==> src/rtl/qtu_fmb_scan_pkg.sv <==
// -----------------------------------------------------------------------------
// qtu_pkg
// Shared types for the Q-table update / find-my-best engine.
//   WORD_WIDTH  : width of every packet and table field
//   qtu_state_t : sequencer states
//   nt_entry_t  : one neighbor-table entry {valid, id, energy, hops, qvalue}
// -----------------------------------------------------------------------------
package qtu_pkg;

    localparam int WORD_WIDTH = 16;

    typedef enum logic [1:0] {
        IDLE      = 2'd0,
        UPD_SCAN  = 2'd1,
        UPD_WRITE = 2'd2,
        FMB_SCAN  = 2'd3
    } qtu_state_t;

    typedef struct packed {
        logic                  valid;
        logic [WORD_WIDTH-1:0] id;
        logic [WORD_WIDTH-1:0] energy;
        logic [WORD_WIDTH-1:0] hops;
        logic [WORD_WIDTH-1:0] qvalue;
    } nt_entry_t;

endpackage

==> src/rtl/qtu_fmb_scan_nt_best_cmp.sv <==
// -----------------------------------------------------------------------------
// nt_best_cmp
// Combinational ranking of a candidate neighbor against the current best.
// A candidate wins on a strictly higher Q, or on equal Q with strictly fewer
// hops. An exact tie does not win, so the earlier-scanned entry is kept.
// Ports:
//   cand_q, cand_hops : candidate Q value and hop count (unsigned)
//   best_q, best_hops : current best Q value and hop count (unsigned)
//   beats             : 1 when the candidate should replace the best
// -----------------------------------------------------------------------------
module nt_best_cmp
    import qtu_pkg::*;
#(
    parameter int WORD_WIDTH = 16
) (
    input  logic [WORD_WIDTH-1:0] cand_q,
    input  logic [WORD_WIDTH-1:0] cand_hops,
    input  logic [WORD_WIDTH-1:0] best_q,
    input  logic [WORD_WIDTH-1:0] best_hops,
    output logic                  beats
);

    logic q_higher;
    logic q_equal;
    logic hops_fewer;

    assign q_higher   = cand_q > best_q;
    assign q_equal    = cand_q == best_q;
    assign hops_fewer = cand_hops < best_hops;
    assign beats      = q_higher || (q_equal && hops_fewer);

endmodule

==> src/rtl/qtu_fmb_scan.sv <==
// -----------------------------------------------------------------------------
// qtu_fmb_scan
// Multi-entry Q-table update and find-my-best scanner for an EER-RL node.
// Owns a neighbor table of NT_DEPTH entries. An accepted update request looks
// the source up (one entry per cycle), then either refines its Q with a
// shift-based learning rate or inserts it into the first free slot. A
// find-my-best request walks the table and reports the highest-Q, then
// fewest-hops neighbor.
//
// Ports:
//   clk, nrst            : clock, synchronous active-low reset
//   en                   : update request pulse (packet fields below)
//   fmb_start            : find-my-best request pulse
//   clear                : invalidate the whole table
//   fSourceID .. fChosenCH : packet fields latched on an accepted update
//   chosenCH             : this node's current cluster head
//   myQValue             : this node's own Q (for better_than_me)
//   nodeID .. nodeQValue : contents of the last entry written
//   neighborCount        : number of valid entries
//   bestID/Hops/QValue   : result of the last scan, best_valid if any entry
//   better_than_me       : best_valid && bestQValue > myQValue (unsigned)
//   busy                 : sequencer not idle
//   QTU_done, FMB_done, nt_full_drop : single-cycle completion pulses
//
// Table entries use qtu_pkg::nt_entry_t, so WORD_WIDTH here must match
// qtu_pkg::WORD_WIDTH.
// -----------------------------------------------------------------------------
module qtu_fmb_scan #(
    parameter  int WORD_WIDTH  = 16,
    parameter  int NT_DEPTH    = 8,
    parameter  int ALPHA_SHIFT = 2,
    localparam int CW          = $clog2(NT_DEPTH + 1)
) (
    input  logic                  clk,
    input  logic                  nrst,
    input  logic                  en,
    input  logic                  fmb_start,
    input  logic                  clear,
    input  logic [WORD_WIDTH-1:0] fSourceID,
    input  logic [WORD_WIDTH-1:0] fSourceHops,
    input  logic [WORD_WIDTH-1:0] fQValue,
    input  logic [WORD_WIDTH-1:0] fEnergyLeft,
    input  logic [WORD_WIDTH-1:0] fChosenCH,
    input  logic [WORD_WIDTH-1:0] chosenCH,
    input  logic [WORD_WIDTH-1:0] myQValue,
    output logic [WORD_WIDTH-1:0] nodeID,
    output logic [WORD_WIDTH-1:0] nodeEnergy,
    output logic [WORD_WIDTH-1:0] nodeHops,
    output logic [WORD_WIDTH-1:0] nodeQValue,
    output logic [CW-1:0]         neighborCount,
    output logic [WORD_WIDTH-1:0] bestID,
    output logic [WORD_WIDTH-1:0] bestHops,
    output logic [WORD_WIDTH-1:0] bestQValue,
    output logic                  best_valid,
    output logic                  better_than_me,
    output logic                  busy,
    output logic                  QTU_done,
    output logic                  FMB_done,
    output logic                  nt_full_drop
);

    import qtu_pkg::*;

    localparam int            IW       = $clog2(NT_DEPTH);
    localparam logic [IW-1:0] LAST_IDX = IW'(NT_DEPTH - 1);

    // Q <- oldQ + ((newQ - oldQ) >>> ALPHA_SHIFT), one bit wider and signed so
    // the difference never wraps. The result lies between oldQ and newQ, so the
    // truncation back to WORD_WIDTH is lossless.
    function automatic logic [WORD_WIDTH-1:0] q_update(
        input logic [WORD_WIDTH-1:0] old_q,
        input logic [WORD_WIDTH-1:0] new_q
    );
        logic signed [WORD_WIDTH:0] diff;
        logic signed [WORD_WIDTH:0] sum;
        diff = $signed({1'b0, new_q}) - $signed({1'b0, old_q});
        sum  = $signed({1'b0, old_q}) + (diff >>> ALPHA_SHIFT);
        return sum[WORD_WIDTH-1:0];
    endfunction

    // Sequencer state and scan bookkeeping
    qtu_state_t    state_q;
    qtu_state_t    state_d;
    logic [IW-1:0] idx_q;
    logic [IW-1:0] free_idx_q;
    logic [IW-1:0] tgt_idx_q;
    logic          free_found_q;
    logic          tgt_hit_q;
    logic          mm_pend_q;

    // Neighbor table
    nt_entry_t     table_q [NT_DEPTH];

    // Latched packet
    logic [WORD_WIDTH-1:0] lat_id_q;
    logic [WORD_WIDTH-1:0] lat_hops_q;
    logic [WORD_WIDTH-1:0] lat_q_q;
    logic [WORD_WIDTH-1:0] lat_energy_q;

    // Running best during FMB_SCAN
    logic                  cur_valid_q;
    logic [WORD_WIDTH-1:0] cur_id_q;
    logic [WORD_WIDTH-1:0] cur_hops_q;
    logic [WORD_WIDTH-1:0] cur_q_q;

    // Registered outputs
    logic [WORD_WIDTH-1:0] node_id_q;
    logic [WORD_WIDTH-1:0] node_energy_q;
    logic [WORD_WIDTH-1:0] node_hops_q;
    logic [WORD_WIDTH-1:0] node_q_q;
    logic [CW-1:0]         count_q;
    logic [WORD_WIDTH-1:0] best_id_q;
    logic [WORD_WIDTH-1:0] best_hops_q;
    logic [WORD_WIDTH-1:0] best_q_q;
    logic                  best_valid_q;
    logic                  qtu_done_q;
    logic                  fmb_done_q;
    logic                  drop_q;

    // Control strobes from the next-state logic
    logic do_clear;
    logic acc_upd;
    logic acc_mm;
    logic acc_fmb;
    logic scan_hit;
    logic scan_ins;
    logic scan_drop;
    logic do_write;
    logic fmb_end;

    // Per-cycle view of the entry under the scan pointer
    logic                  upd_hit_now;
    logic                  slot_free_now;
    logic                  idx_last;
    logic                  cand_beats;
    logic                  fmb_take;
    logic [WORD_WIDTH-1:0] wr_q;

    assign upd_hit_now   = table_q[idx_q].valid && (table_q[idx_q].id == lat_id_q);
    assign slot_free_now = !table_q[idx_q].valid;
    assign idx_last      = idx_q == LAST_IDX;

    nt_best_cmp #(
        .WORD_WIDTH (WORD_WIDTH)
    ) u_best_cmp (
        .cand_q    (table_q[idx_q].qvalue),
        .cand_hops (table_q[idx_q].hops),
        .best_q    (cur_q_q),
        .best_hops (cur_hops_q),
        .beats     (cand_beats)
    );

    // With no running best yet, any valid entry is taken.
    assign fmb_take = table_q[idx_q].valid && (!cur_valid_q || cand_beats);

    assign wr_q = tgt_hit_q ? q_update(table_q[tgt_idx_q].qvalue, lat_q_q) : lat_q_q;

    always_ff @(posedge clk) begin
        if (!nrst) begin
            state_q <= IDLE;
        end else begin
            state_q <= state_d;
        end
    end

    always_comb begin
        state_d   = state_q;
        do_clear  = 1'b0;
        acc_upd   = 1'b0;
        acc_mm    = 1'b0;
        acc_fmb   = 1'b0;
        scan_hit  = 1'b0;
        scan_ins  = 1'b0;
        scan_drop = 1'b0;
        do_write  = 1'b0;
        fmb_end   = 1'b0;
        case (state_q)
            IDLE: begin
                if (clear) begin
                    do_clear = 1'b1;
                end else if (en) begin
                    if (fChosenCH != chosenCH) begin
                        acc_mm = 1'b1;
                    end else begin
                        acc_upd = 1'b1;
                        state_d = UPD_SCAN;
                    end
                end else if (fmb_start) begin
                    acc_fmb = 1'b1;
                    state_d = FMB_SCAN;
                end
            end
            UPD_SCAN: begin
                if (upd_hit_now) begin
                    scan_hit = 1'b1;
                    state_d  = UPD_WRITE;
                end else if (idx_last) begin
                    // The last entry itself may be the first free slot.
                    if (free_found_q || slot_free_now) begin
                        scan_ins = 1'b1;
                        state_d  = UPD_WRITE;
                    end else begin
                        scan_drop = 1'b1;
                        state_d   = IDLE;
                    end
                end
            end
            UPD_WRITE: begin
                do_write = 1'b1;
                state_d  = IDLE;
            end
            FMB_SCAN: begin
                if (idx_last) begin
                    fmb_end = 1'b1;
                    state_d = IDLE;
                end
            end
            default: begin
                state_d = IDLE;
            end
        endcase
    end

    always_ff @(posedge clk) begin
        if (!nrst) begin
            for (int i = 0; i < NT_DEPTH; i++) begin
                table_q[i].valid <= 1'b0;
            end
            idx_q         <= '0;
            free_found_q  <= 1'b0;
            mm_pend_q     <= 1'b0;
            cur_valid_q   <= 1'b0;
            node_id_q     <= '0;
            node_energy_q <= '0;
            node_hops_q   <= '0;
            node_q_q      <= '0;
            count_q       <= '0;
            best_id_q     <= '0;
            best_hops_q   <= '0;
            best_q_q      <= '0;
            best_valid_q  <= 1'b0;
            qtu_done_q    <= 1'b0;
            fmb_done_q    <= 1'b0;
            drop_q        <= 1'b0;
        end else begin
            // A chosenCH mismatch completes one cycle after acceptance.
            qtu_done_q <= mm_pend_q;
            fmb_done_q <= 1'b0;
            drop_q     <= 1'b0;
            mm_pend_q  <= acc_mm;

            if (do_clear) begin
                for (int i = 0; i < NT_DEPTH; i++) begin
                    table_q[i].valid <= 1'b0;
                end
                count_q      <= '0;
                best_valid_q <= 1'b0;
            end

            if (acc_upd) begin
                lat_id_q     <= fSourceID;
                lat_hops_q   <= fSourceHops;
                lat_q_q      <= fQValue;
                lat_energy_q <= fEnergyLeft;
                idx_q        <= '0;
                free_found_q <= 1'b0;
            end

            if (acc_fmb) begin
                idx_q       <= '0;
                cur_valid_q <= 1'b0;
            end

            // --- update scan: one entry per cycle ---
            if (state_q == UPD_SCAN) begin
                idx_q <= idx_last ? '0 : idx_q + IW'(1);
                if (slot_free_now && !free_found_q) begin
                    free_found_q <= 1'b1;
                    free_idx_q   <= idx_q;
                end
            end

            if (scan_hit) begin
                tgt_idx_q <= idx_q;
                tgt_hit_q <= 1'b1;
            end

            if (scan_ins) begin
                tgt_idx_q <= free_found_q ? free_idx_q : idx_q;
                tgt_hit_q <= 1'b0;
            end

            if (scan_drop) begin
                drop_q     <= 1'b1;
                qtu_done_q <= 1'b1;
            end

            // --- write back ---
            if (do_write) begin
                table_q[tgt_idx_q] <= '{valid:  1'b1,
                                        id:     lat_id_q,
                                        energy: lat_energy_q,
                                        hops:   lat_hops_q,
                                        qvalue: wr_q};
                node_id_q     <= lat_id_q;
                node_energy_q <= lat_energy_q;
                node_hops_q   <= lat_hops_q;
                node_q_q      <= wr_q;
                qtu_done_q    <= 1'b1;
                if (!tgt_hit_q) begin
                    count_q <= count_q + CW'(1);
                end
            end

            // --- find-my-best scan: one entry per cycle ---
            if (state_q == FMB_SCAN) begin
                idx_q <= idx_last ? '0 : idx_q + IW'(1);
                if (fmb_take) begin
                    cur_valid_q <= 1'b1;
                    cur_id_q    <= table_q[idx_q].id;
                    cur_hops_q  <= table_q[idx_q].hops;
                    cur_q_q     <= table_q[idx_q].qvalue;
                end
            end

            // The final entry is merged directly into the result so the best
            // outputs land together with FMB_done.
            if (fmb_end) begin
                fmb_done_q   <= 1'b1;
                best_valid_q <= fmb_take || cur_valid_q;
                if (fmb_take) begin
                    best_id_q   <= table_q[idx_q].id;
                    best_hops_q <= table_q[idx_q].hops;
                    best_q_q    <= table_q[idx_q].qvalue;
                end else if (cur_valid_q) begin
                    best_id_q   <= cur_id_q;
                    best_hops_q <= cur_hops_q;
                    best_q_q    <= cur_q_q;
                end else begin
                    best_id_q   <= '0;
                    best_hops_q <= '0;
                    best_q_q    <= '0;
                end
            end
        end
    end

    assign nodeID         = node_id_q;
    assign nodeEnergy     = node_energy_q;
    assign nodeHops       = node_hops_q;
    assign nodeQValue     = node_q_q;
    assign neighborCount  = count_q;
    assign bestID         = best_id_q;
    assign bestHops       = best_hops_q;
    assign bestQValue     = best_q_q;
    assign best_valid     = best_valid_q;
    assign better_than_me = best_valid_q && (best_q_q > myQValue);
    assign busy           = state_q != IDLE;
    assign QTU_done       = qtu_done_q;
    assign FMB_done       = fmb_done_q;
    assign nt_full_drop   = drop_q;

endmodule

==> config.mk <==
export PLATFORM = sky130hd
export DESIGN_NAME = qtu_fmb_scan
export DESIGN_NICKNAME = d
export VERILOG_FILES = /design/src/rtl/qtu_fmb_scan_pkg.sv /design/src/rtl/qtu_fmb_scan_nt_best_cmp.sv /design/src/rtl/qtu_fmb_scan.sv
export SDC_FILE = /design/constraint.sdc
export NUM_CORES = 1
export LEC_CHECK = 0
export CAP_MARGIN = 40
export CORE_ASPECT_RATIO = 2
export CORE_MARGIN = 5
export CORE_UTILIZATION = 58
export DETAILED_ROUTE_END_ITERATION = 12
export HOLD_SLACK_MARGIN = 0.03
export PLACE_DENSITY = 0.8
export SLEW_MARGIN = 25
export SYNTH_ARGS = -nofsm -noshare
export SYNTH_HDL_FRONTEND = slang
export SYNTH_SLANG_ARGS = --single-unit
==> constraint.sdc <==
create_clock -name clk -period 8.5 [get_ports clk]
set_clock_uncertainty 0.1 [all_clocks]
set_input_delay 0.85 -clock clk [delete_from_list [all_inputs] [get_ports clk]]
set_output_delay 0.85 -clock clk [all_outputs]
set_load 0.005 [all_outputs]
# == Word-level counts from Yosys, hierarchy flattened ==
# Memory sizes are Yosys's and may differ from the RTL's. A register that Yosys moved wholly into a read port is not among the register bits.
# Cells that the tools add are included.
# W data, S select, Z words.
# word_totals
ff_bits,247
ram_bits,520
input_bits,117
output_inout_bits,122
wordCells,167
mem_count,1
# mem_list
name,depth,width,read_ports,rd_ports_with_merged_regs,write_ports,line,text
table_q,8,65,2,2,8,qtu_fmb_scan.sv:92,nt_entry_t table_q [NT_DEPTH];
# classes
n_addsub,4
order_cmp,3
n_eq_ne,12
mux,85
bitwise,11
n_reduce_logical,24
# op_table
operator,n
$mux W16,7
$mux W65,1
$reduce_or A65 Y1,1
$mux W1,52
$mux W3,12
$eq A16 B16 Y1,2
$gt A16 B16 Y1,2
$mux W2,9
$sub A16 B16 Y17,1
$add A16 B15 Y16,1
$lt A16 B16 Y1,1
$ne A16 B16 Y1,1
$mux W4,3
$ne A3 B3 Y1 const B,3
$or A1 B1 Y1,8
$pmux W2 S4,1
$reduce_and A3 Y1,2
$reduce_bool A2 Y1,3
$logic_and A1 B1 Y1,5
$reduce_and A5 Y1,1
$add A4 B1 Y4 const B,1
$eq A2 B2 Y1 const B,2
$logic_or A1 B1 Y1,4
$ne A2 B2 Y1 const B,2
9 further kinds,14

# == Logic depth before layout (Yosys ltp) ==
# Gate-level depths: netlist (run 1).
# depth
word_depth,11
ltp_mapped,23
mapped_depth_nobuf,20

# == By module ==
# From an unflattened synthesis (run 1), not the netlist that was laid out.
# hier_totals
cells_unflattened,1901
hier_area_um2,28145.7
# by_module_without_submodules
module,instances,cells_each,area_per_inst_um2,seq_area_each_um2
qtu_fmb_scan,1,1791,27357.5,17947.2
nt_best_cmp,1,110,788.3,0.0

# == Worst setup path before layout (run 1) ==
# Ideal clock, no wire load.
# synth_path
path_type,reg2reg
start,register (tool-made name)
end,"register cur_hops_q[0], read port of table_q, enable pin"
setup_ps,459
arrival_time_ps,6024
path_slack_ps,1917
path_stages_with_launch,17
path_cell_list,dfxtp_1 -> buf_6 -> buf_2 -> buf_2 -> buf_2 -> buf_1 -> mux4_2 -> mux2_2 -> ha_1 -> a21o_1 -> a21o_1 -> a21o_1 -> a2111oi_0 -> o2111ai_2 -> o211ai_2 -> buf_4 -> nor2b_1
# synth_rtl
element,line,text
to (decl),qtu_fmb_scan.sv:103,logic [WORD_WIDTH-1:0] cur_hops_q;

==> results of run 1 <==
-- sequential cells by signal (all words and copies together) (netlist names), 16 cells and up, named ones only --
| register | count |
|---|---|
| bestQValue | 16 |
| table_q | 392 |
| nodeQValue | 16 |
| nodeEnergy | 16 |
| lat_hops_q | 16 |
| cur_q_q | 16 |
| cur_id_q | 16 |
| lat_energy_q | 16 |
| cur_hops_q | 16 |
| bestID | 16 |
| lat_id_q | 16 |
| nodeID | 16 |
| lat_q_q | 16 |
| nodeHops | 16 |
| bestHops | 16 |
-- worst max-delay path by stage --
stage | endpoint | slack [ns] | cells past startpoint
final | table_q[7][14]$_DFFE_PP_ | 2.25 | 18
after global routing | table_q[1][14]$_DFFE_PP_ | 1.90 | 18
after CTS | table_q[7][14]$_DFFE_PP_ | 2.26 | 18
after detailed placement | table_q[0][14]$_DFFE_PP_ | 2.30 | 18
after global placement | table_q[2][14]$_DFFE_PP_ | 2.44 | 18
after floorplan | cur_hops_q[0]$_DFFE_PP_ | 1.92 | 16
-- final cells by class --
cell class,count,share of cell area (%)
Inverter,76,0.870
Sequential cell,645,54.7
Clock buffer,70,4.75
Timing Repair Buffer,272,8.35
Multi-Input combinational cell,1016,28.0
Clock inverter,28,0.889
Tap cell,632,2.41
-- logic make-up after synthesis --
group / synth area share (%)
multiplexers: 13.8
flip-flops: 64.7
AO/OA/AOI/OAI: 8.83
AND/OR/NAND/NOR: 4.81
adder cells (fa/ha/maj): 3.77
buffers and inverters: 2.59
XOR/XNOR: 1.58
-- routing by layer --
metal / vias up / part of all wire (%)
met2: 756 / 54
met1: 8607 / 34
li1: 7534 / -
met3: 191 / 6.4
met5: - / 0
met4: 0 / 4.9
-- cell usage in the layout, fill, tap and decap left out, types with 9 or more instances in the layout --
cell type        instances
inv_1                   75
dfxtp_1                138
nand2b_1                 9
a21oi_1                137
nand2_1                134
a22oi_1                 32
o21ai_0                 74
nor2b_1                 11
xor2_1                  32
buf_4                   26
nor2_1                  52
clkdlybuf4s50_1        237
a21o_1                  31
ha_1                    82
mux4_2                 126
nor3_1                  19
mux2_2                  66
mux2i_1                 24
o21a_1                  17
xnor2_1                 18
nand3_1                 17
clkbuf_16               58
a22oi_2                 20
edfxtp_1               503
-- metrics by stage --
step                hold WS, ns  utilization, %  area, µm²  instances
detailed placement        0.339            65.1      30900       2640
floorplan                 0.321               -      27800       1830
CTS                       0.355            69.0      32800       2738
global route              0.377            69.0      32800       2739
global placement          0.327            64.8      30800       2633
finish                    0.357            69.0      32800       2739
-- power by group --
part	total, W	switching, W	internal, W
Sequential	0.00340	0.0000188	0.00339
Clock	0.00254	0.00112	0.00142
Combinational	0.000329	0.000157	0.000171
Total	0.00627	0.00129	0.00498
==> results.md, run 1 <==
- Status: finished clean
- Setup TNS: 0 ns
- Yosys warnings: 0
- Resize count post-CTS: 0
- I/O Buffers: 238
- Max Freq: 160 MHz
- FF-to-FF End: table_q[7][14]$_DFFE_PP_
- Mapped Area: 0.0278 mm²
- Met3 usage: 4.07%
- Area occupied by multi-input gates: 0.00918 mm²
- Crit path max fanout: 19
- Post-CTS Hold Buffers: 0
- Pin count of the biggest net entering global routing: 81
- Met2 usage: 48.2%
- Drt first pass iters: 5
- GR peak layer: met2
- CTS tree: built
- Cell count after synthesis: 1830
- Clk root buf: clkbuf_16
- Crit path required time: 8.68 ns
- Post-synth top area cell: edfxtp_1
- Clk buf depth: 3
- DIE HEIGHT: 319 µm
- Worst slew pin tran: 0.873 ns
- Slew headroom: 41.8%
- DR iter-0 viols: 1350
- Max-slew violations: 0
- Total chip power: 0.00627 W
- N_diodes: 0
- HP Start: table_q[0][64]$_SDFF_PP1_
- Synthesized area per cell: 15.2 µm²
- Synth area leaders: edfxtp_1 54%, dfxtp_1 10%, mux4_2 10%
- Die Wd: 165 µm
- Syn Nets: 2030
- Top_reg_cell synth: edfxtp_1
- Cell family with most CP delay: compound AO/OA/AOI/OAI gates
- MaxCap Viol Count: 0
- Drt wl/cell: 25.5 µm
- Ports: 239
- Hold Path End: table_q[0][64]$_SDFF_PP1_
- # setup viols final: 0
- DR vias/cell: 6.24
- Critical-path cell with the highest stage delay: a2111oi_0
- Seq cells post-synth: 645
- Initial antenna violation count: 1
- CP peak stage delay: 0.74 ns
- WL final: 69.9 mm
- Hold depth: 1
- Buf/Inv on CP: 0
- Row count: 113
- Sequential Area: 0.0180 mm²
- Clock Latency Late Sink: 0.60 ns
- Sequential share of the synthesized area: 64.7%
- Final Wtd Congestion: 0.852
- Hold Crit Class: flop to flop
- EDFF count, synth: 503
- Top cells by count, synth: 503 x edfxtp_1, 142 x dfxtp_1, 137 x a21oi_1
- Final worst slack: 2.25 ns
- Pre-CTS WS: 2.30 ns
- RSZ-0062 raised after global routing: no
- R2r worst-path depth: 18
- Yosys cell types: 67
- Crit Path Category: flop to flop
- Share of the clock period used by the worst path: 73.6%
- Worst EP arrival: 6.43 ns
- Element type at the critical path start: flop
- Share of cells above drive strength 1: 17.6%
- Clock H-tree levels: 2
- Nets: 2263
- GRT Total Usage: 26.6%
- Global-route wire length before repair: 106 mm
- Vias in the first global route: 18100
- DRC Markers: 0
- Leak: 11.2 nW
- Post-CTS Setup Bufs: 0
- Initial core utilization: 58.4%
- Synth top area share: 54.4%
- R2R Setup Slk: 2.25 ns
- CORE AREA: 0.0475 mm²
- Die Area: 0.0526 mm²
- DP Wirelength: 46.4 mm
- Clock-pin slew on the worst setup and hold paths: 0.07 ns
- TritonCTS Buffers: 52
- Count leader, synth: edfxtp_1
- Fin. Hold Viols: 0
- Maximum VDD drop: 0.182 mV
- Tmin final: 6.25 ns
- Antenna-violating nets left: 0
- Num Clock Sinks: 645
- Area growth from synthesis to layout: 18.2%
- Via count of the routed design: 17100
- Crit-path cells: mux4_2 -> mux2i_1 -> ha_1 -> o21ai_0 -> nand2b_1 -> and2_1 -> and2_1 -> or2_2 -> xnor2_1 -> ha_1 -> a21o_1 -> a21o_1 -> a2111oi_0 -> nor3b_1 -> o41ai_1 -> nor2_1 -> a211oi_1 -> nand2_1
- Fillers: 3156
- Asr flop ratio synth: 0%
- Fraction of met1 tracks used by global routing: 30.8%
- Pwr per Cell Area: 191 mW/mm²
- Crit. End Element: flop
- Remaining global-route overflow: 0
No activity file was read; power rests on OpenSTA's default activity.
==> run 2: changes to the inputs <==
--- a/config.mk
+++ b/config.mk
@@ -8,10 +8,10 @@
 export CAP_MARGIN = 40
 export CORE_ASPECT_RATIO = 2
 export CORE_MARGIN = 5
-export CORE_UTILIZATION = 58
+export CORE_UTILIZATION = 52
 export DETAILED_ROUTE_END_ITERATION = 12
 export HOLD_SLACK_MARGIN = 0.03
-export PLACE_DENSITY = 0.8
+export PLACE_DENSITY = 0.76
 export SLEW_MARGIN = 25
 export SYNTH_ARGS = -nofsm -noshare
 export SYNTH_HDL_FRONTEND = slang
==> constraint.sdc (replaced) <==
create_clock -name clk -period 5.65 [get_ports clk]
set_clock_uncertainty 0.1 [all_clocks]
set_input_delay 0.565 -clock clk [delete_from_list [all_inputs] [get_ports clk]]
set_output_delay 0.565 -clock clk [all_outputs]
set_load 0.005 [all_outputs]
==> run 2 against run 1 <==
Critical endpoint is now table_q[3][15]$_DFFE_PP_. Die area increased by 11%. Largest power group unchanged. Hold slack got worse by 0.0048 ns. Total power rose by 53%. Non-clock buffer count increased by 24. Register-to-register slack lost 2.0 ns. Sequential share of layout area down 0.74 points. Wire length rose by 0.26%. Setup slack lost 2.0 ns. Global-route usage down 3.0 points.
==> results.md, run 2 (synthesized netlist as in run 1, its figures left out) <==
- Num Clock Sinks: 645 (unchanged)
- Crit. End Element: flop
- Row count: 119 (+5.3%)
- Drt first pass iters: 5 (unchanged)
- Ports: 239 (unchanged)
- Tmin final: 5.43 ns (-0.820 ns)
- CP peak stage delay: 0.51 ns (-0.23 ns)
- Crit path max fanout: 12 (-7)
- Clock-pin slew on the worst setup and hold paths: 0.07 ns (about the same)
- Crit path required time: 5.89 ns (-2.79 ns)
- Final Wtd Congestion: 0.911 (+7.0%)
- Pwr per Cell Area: 288 mW/mm² (+51%)
- Drt wl/cell: 25.0 µm (-2.0%)
- Global-route wire length before repair: 106 mm (about the same)
- Pin count of the biggest net entering global routing: 84 (+3.7%)
- Via count of the routed design: 17200 (+0.50%)
- DRC Markers: 0 (unchanged)
- DR iter-0 viols: 1468 (+8.7%)
- Met2 Routed Length: 37.6 mm (-0.93%)
- Initial core utilization: 52.5% (-5.9 points)
- Worst EP arrival: 5.67 ns (-0.76 ns)
- Vias in the first global route: 18200 (+0.083%)
- Element type at the critical path start: flop
- Crit Path Category: flop to flop
- Clk root buf: clkbuf_16
- CTS tree: built
- Commonest non-fill, non-tap cell in the layout: edfxtp_1
- Most frequent cells in the layout: 503 x edfxtp_1, 237 x clkdlybuf4s50_1, 137 x dfxtp_1
- Nets: 2290 (+1.2%)
- Die Wd: 173 µm (+5.3%)
- MaxCap Viol Count: 0 (unchanged)
- Area occupied by multi-input gates: 0.00928 mm² (+1.1%)
- Sequential Area: 0.0180 mm² (about the same)
- Post-CTS Hold Buffers: 0 (unchanged)
- Met3 Routed Length: 4.70 mm (+4.3%)
- Slew headroom: 44.6% (+2.8 points)
- Area growth from synthesis to layout: 19.8%
- DR vias/cell: 6.13 (-1.7%)
- Buf/Inv on CP: 1 (+1)
- M1 wire length: 25.2 mm (+4.5%)
- CORE AREA: 0.0529 mm² (+11%)
- Number of flip-flops under the largest register name: 392 (unchanged)
- Initial antenna violation count: 3 (+2)
- Die Area: 0.0584 mm² (+11%)
- Max-slew violations: 0 (unchanged)
- Largest reg by FF count: table_q
- N_diodes: 0 (unchanged)
- HP Start: table_q[6][64]$_SDFFE_PP1P_
- Total chip power: 0.00958 W (+53%)
- Critical-path cell with the highest stage delay: mux4_2
- Fin. Hold Viols: 0 (unchanged)
- Status: finished clean
- Worst slew pin tran: 0.831 ns (-0.0420 ns)
- Share of the clock period used by the worst path: 96.2% (+23 points)
- Remaining global-route overflow: 0 (unchanged)
- Clock Latency Late Sink: 0.62 ns (+0.02 ns)
- GRT Total Usage: 23.6% (-3.0 points)
- Hold Crit Class: flop to flop
- DP Wirelength: 47.4 mm (+2.0%)
- Fillers: 3768 (+19%)
- DIE HEIGHT: 337 µm (+5.4%)
- WL final: 70.1 mm (+0.26%)
- Max Used Layer: met5
- Leak: 11.3 nW (+1.5%)
- Placed cell areas: 0.0312 mm² (+0.73%)
- Clk buf depth: 3 (unchanged)
- Design Area, Final: 0.0333 mm² (+1.4%)
- I/O Buffers: 238 (unchanged)
- # setup viols final: 0 (unchanged)
- Maximum VDD drop: 0.261 mV (+43%)
- Share of cells above drive strength 1: 19.2% (+1.6 points)
- R2R Setup Slk: 0.22 ns (-2.03 ns)
- Clock H-tree levels: 2 (unchanged)
- Antenna-violating nets left: 0 (unchanged)
- Max Freq: 184 MHz (+15%)
- Cell family with most CP delay: compound AO/OA/AOI/OAI gates
- Crit-path cells: buf_12 -> mux4_2 -> mux2i_2 -> ha_1 -> o21ai_0 -> nand2b_1 -> and3_1 -> a221o_1 -> a221o_1 -> a211oi_2 -> nor2_1 -> ha_1 -> and3_1 -> o2111a_1 -> a21oi_2 -> o21a_1 -> o21ba_2 -> or3b_2 -> mux2i_4 -> nor2_4
- TritonCTS Buffers: 55 (+5.8%)
[run 2: changes by cell type in the layout (fill, tap and decap cells not counted), moves of 4 or more]
cell	previous run	this run
buf_4	26	44
buf_12	3	10
clkbuf_1	6	10
mux2i_1	24	20
clkinv_4	5	1
clkinv_2	5	9
[run 2: layout make-up]
cell class              instances  share of cell area (%)
multi-input cells            1016                    27.9
clock buffers                  73                    4.65
repair buffers                296                    8.95
inverters                      76                   0.858
clock inverters                30                    1.13
well taps                     665                    2.50
flip-flops and latches        645                    54.0
[run 2: final timing paths]
check,endpoint,depth (start not counted)
worst max-delay path,table_q[3][15]$_DFFE_PP_,20
worst min register to register,table_q[6][64]$_SDFFE_PP1P_,1
worst max register to register,table_q[3][15]$_DFFE_PP_,20
worst min-delay path,table_q[6][64]$_SDFFE_PP1P_,1
[run 2: power breakdown]
group	switching (W)	internal (W)	leakage, nW	total [W]
clock network	0.00174	0.00223	0.928	0.00397
registers	0.0000353	0.00509	5.67	0.00513
logic	0.000223	0.000259	4.75	0.000482
[run 2: through the flow]
stage	util (%)	setup slack (ns)	setup TNS [ns]	cells	hold WS [ns]
global placement	58.8	0.0978	0	2690	0.328
floorplan	-	0.0549	0	1830	0.321
CTS	62.6	0.00929	0	2795	0.353
detailed placement	58.9	0.0278	0	2692	0.336
global route	62.9	-0.00734	-0.0495	2801	0.369
finish	62.9	0.217	0	2801	0.352
[run 2: routing by layer]
layer,global-route usage [%],up-vias
li1,-,7603
met1,27.4,8642
met2,44.1,763
met3,3.60,163
met4,8.69,2
met5,0,-
[run 2: timing repair]
action / CTS / global route
resized for setup: 0 / 21
buffers inserted: 0 / 2
endpoints found under the setup margin: 0 / 28
